<file path="src/rtl/modu_neg_counter.sv">
// Frame statistics: requests K signed samples from upstream and counts the negative ones.
// out_data carries the running count and is final once stop is high.
//
// state   | meaning
// IDLE    | out of reset, outputs cleared, moves to COLLECT on next edge
// COLLECT | send_data high, each ready-qualified sample is counted
// DONE    | frame complete, stop high, count frozen until reset
module modu_neg_counter #(
    parameter int N = 8,
    parameter int K = 16
) (
    input  logic         clk,
    input  logic         rst,
    input  logic         ready,
    input  logic [N-1:0] in_data,
    output logic [N-1:0] out_data,
    output logic         send_data,
    output logic         stop
);

    localparam int CW = $clog2(K + 1);
    localparam logic [CW-1:0] LAST_IDX = CW'(K - 1);

    typedef enum logic [1:0] {
        IDLE    = 2'd0,
        COLLECT = 2'd1,
        DONE    = 2'd2
    } state_t;

    state_t        state;
    logic [CW-1:0] sample_cnt;
    logic [N-1:0]  neg_next;

    // The sign bit alone classifies a sample; zero is non-negative.
    assign neg_next = out_data + N'(in_data[N-1]);

    always_ff @(posedge clk or posedge rst) begin
        if (rst) begin
            state      <= IDLE;
            out_data   <= '0;
            send_data  <= 1'b0;
            stop       <= 1'b0;
            sample_cnt <= '0;
        end else begin
            case (state)
                IDLE: begin
                    state     <= COLLECT;
                    send_data <= 1'b1;
                end
                COLLECT: begin
                    if (ready) begin
                        sample_cnt <= sample_cnt + CW'(1);
                        out_data   <= neg_next;
                        if (sample_cnt == LAST_IDX) begin
                            state     <= DONE;
                            stop      <= 1'b1;
                            send_data <= 1'b0;
                        end
                    end
                end
                DONE: begin
                    stop      <= 1'b1;
                    send_data <= 1'b0;
                end
                default: begin
                    state     <= IDLE;
                    send_data <= 1'b0;
                    stop      <= 1'b0;
                end
            endcase
        end
    end

endmodule

</file>
<file path="config.mk">
export PLATFORM = sky130hd
export DESIGN_NAME = modu_neg_counter
export DESIGN_NICKNAME = d
export VERILOG_FILES = /design/src/rtl/modu_neg_counter.sv
export SDC_FILE = /design/constraint.sdc
export NUM_CORES = 1
export LEC_CHECK = 0
export CAP_MARGIN = 25
export CORE_MARGIN = 3
export CORE_UTILIZATION = 42
export DETAILED_ROUTE_END_ITERATION = 8
export HOLD_SLACK_MARGIN = 0.08
export PLACE_DENSITY_LB_ADDON = 0.25
export SLEW_MARGIN = 5
export SYNTH_ARGS = -nofsm -noshare
export SYNTH_HDL_FRONTEND = slang
export SYNTH_SLANG_ARGS = --single-unit
</file>
<file path="constraint.sdc">
create_clock -name clk -period 1.6 [get_ports clk]
set_input_delay 0.32 -clock clk [delete_from_list [all_inputs] [get_ports clk]]
set_output_delay 0.32 -clock clk [all_outputs]
set_load 0.02 [all_outputs]
</file>
==> key figures <==
Clocking
  – TritonCTS Buffers: 3
  – H-tree levels: 1
  – Clock buffer depth: 2
  – CTS root buf: clkbuf_4
  – CTS tree: yes
  – Clock Pin Slew Worst Setup and Hold Paths: 0.10 ns
  – Worst-Skew Late Latency: 0.29 ns
  – Hold_buf cts: 0
  – CTS Sinks: 17

Synthesis
  – Post-synthesis compound-gate area fraction: 1.98%
  – Syn_nets: 92
  – Register area share after synthesis: 51.7%
  – Simple-gate area share of the yosys netlist: 16.3%
  – Synth Area in XOR/XNOR: 9.57%
  – Synthesis-stage register bit count: 17
  – Multiplexer area fraction after synthesis: 5.47%
  – Async S/R FF share, synth: 100%
  – Mapped Area: 823 um^2
  – Synth area leader: dfrtp_1
  – Synth Area in Adders: 12.2%
  – Yosys top cell area share: 51.7%
  – Top_reg_cell synth: dfrtp_1
  – Yosys cell types: 17
  – Ranking of synthesized cells by area: dfrtp_1 52%, ha_1 12%, nand2_1 6.8%
  – Yosys warning total: 0
  – Post-synth EDFFs: 0
  – Main combinational cell family by area after synthesis: simple AND/OR/NAND/NOR gates
  – Syn Area/Cell: 11.3 um^2
  – Cells after Synth: 73

GRT
  – Vias in the first global route: 579
  – Largest net degree at the start of global routing: 18
  – Global-route wire length before repair: 2580 um
  – Grt ovf: 0
  – Antenna violations before repair: 0
  – All-layer global routing usage: 14.4%

STA
  – RSZ-0062 raised after global routing: yes
  – Final Hold Viols: 0
  – Final setup TNS: 0 ns
  – Final setup violation count: 0
  – Fin crit share: 97.4%
  – Min Tclk post-route: 1.56 ns
  – Fmax: 0.642 GHz
  – Final worst clock skew: 0.00260 ns
  – Slew @ Worst Pin: 0.228 ns
  – Relative slew slack: 84.8%
  – Max Slew Vio Count: 0

Outcome
  – Status: finished clean

Pwr
  – Peak supply drop: 0.789 mV
  – PnR Total Power: 0.00175 W
  – Pleak: 0.575 nW
  – Power Dens Cells: 1600 nW/um^2

Placement
  – # port buffers: 13
  – GP Congestion: 0.705
  – Post-DP HPWL: 1040 um

Floorplanning
  – Core Area: 1780 um^2
  – Floorplan die height: 50.3 um
  – Initial Utilization: 46.2%
  – Die Area: 2530 um^2
  – Num rows: 15
  – IO Pins: 21
  – DIE WIDTH: 50.3 um

Run
  – Max cap viols: 0

Worst setup path
  – CP Class: flop to flop
  – Critical Path AT: 1.75 ns
  – CP endpoint kind: flop
  – Setup crit start kind: flop
  – Required time of the critical path: 1.79 ns
  – Crit-path max FO: 3

Final layout
  – Area Overhead vs Synth: 33.0%
  – Fillers: 155
  – Layout cells sized above 1: 23.7%
  – Commonest cells after routing, fill and taps aside: 17 x dfrtp_1, 15 x nand2_1, 8 x dlygate4sd2_1, 8 x buf_4, 6 x ha_1
  – Nets: 117
  – Number of diodes: 0
  – Commonest non-fill, non-tap cell in the layout: dfrtp_1

Route
  – DRT iter0 DRCs: 2
  – Total number of vias: 552
  – DRT Pass-1 Iters: 2
  – DRC: 0
  – DR WL/cell: 11.6 um
  – Detail Route Antenna Nets: 0
  – Post-DR vias/cell: 4.52
  – Detailed Route WL: 1420 um

Worst hold path
  – Worst min-delay path class: primary input to async pin
-- Yosys cell counts, types with 2 or more instances --
library cell	instances
nor3_2	2
mux2_2	4
xnor2_1	5
nor2_1	4
ha_1	8
xor2_1	4
inv_1	5
nand2_1	15
dfrtp_1	17
nand4_1	2
-- final cells by class --
cell class | instances | area (um^2) | share of cell area [%]
Clock buffer | 4 | 26.3 | 2.40
Inverter | 5 | 18.8 | 1.71
Multi-Input combinational cell | 50 | 408 | 37.3
Sequential cell | 17 | 425 | 38.9
Tap cell | 25 | 31.3 | 2.86
Timing Repair Buffer | 21 | 185 | 16.9
-- repair_timing --
action,CTS,global route
hold endpoints to repair,0,0
setup endpoints to repair,12,6
gates resized for setup,13,4
buffers inserted,1,1
pin swaps,1,3
-- worst max-delay path, cell delays in order (launching register included) --
cell      delay (ns)
dfrtp_1         0.40
ha_2            0.20
and3_4          0.19
ha_4            0.16
a21boi_4        0.19
nor2_2          0.06
mux2_2          0.26
-- final timing paths --
| kind | depth (start not counted) | slack [ns] | from | end |
|---|---|---|---|---|
| setup reg to reg | 6 | 0.04 | sample_cnt[1] | state[0] |
| setup / recovery | 6 | 0.04 | sample_cnt[1] | state[0] |
| max in group asynchronous | 3 | 1.09 | rst | out_data[2] |
| hold reg to reg | 1 | 0.48 | out_data[7] | out_data[7] |
| min in group clk | 1 | 0.48 | out_data[7] | out_data[7] |
| hold / removal | 3 | 0.33 | rst | out_data[7] |
-- registers in the layout, indices dropped and copies added (netlist names) --
register    flops
out_data        8
sample_cnt      5
send_data       1
state           2
stop            1
-- per-layer routing --
metal  part of all wire (%)  vias up  track usage (%)
met5                      0        -                0
met4                    3.3        0             13.8
met3                    3.7        4             2.97
met2                     51        8             22.0
met1                     42      258             16.5
li1                       -      282                -
-- cell families after synthesis --
kind of cell               count (synthesis)
xor gates and xnor gates                   9
muxes                                      4
AOI/OAI and AO/OA                          2
and+or+nand+nor                           27
buffers and inverters                      6
adders and majority gates                  8
DFF                                       17
-- metrics by stage --
step / setup slack [ns] / instances / cell area [um^2] / util, % / hold slack (ns)
2_1_floorplan: 0.0334 / 73 / 823 / - / 0.246
3_3_place_gp: -0.0233 / 116 / 1020 / 57.5 / 0.456
5_1_grt: -0.0498 / 122 / 1090 / 61.4 / 0.356
4_1_cts: 0.00717 / 121 / 1070 / 59.9 / 0.328
6_report: 0.0414 / 122 / 1090 / 61.4 / 0.329
3_5_place_dp: -0.0650 / 116 / 1020 / 57.5 / 0.462
-- where the power goes --
group	switching (W)	internal [W]	total, W	leakage [nW]
clock	0.000137	0.0000971	0.000234	0.0150
sequential	0.000115	0.000582	0.000698	0.218
combinational	0.000375	0.000441	0.000816	0.342
Power figures use the tool's default switching activity.
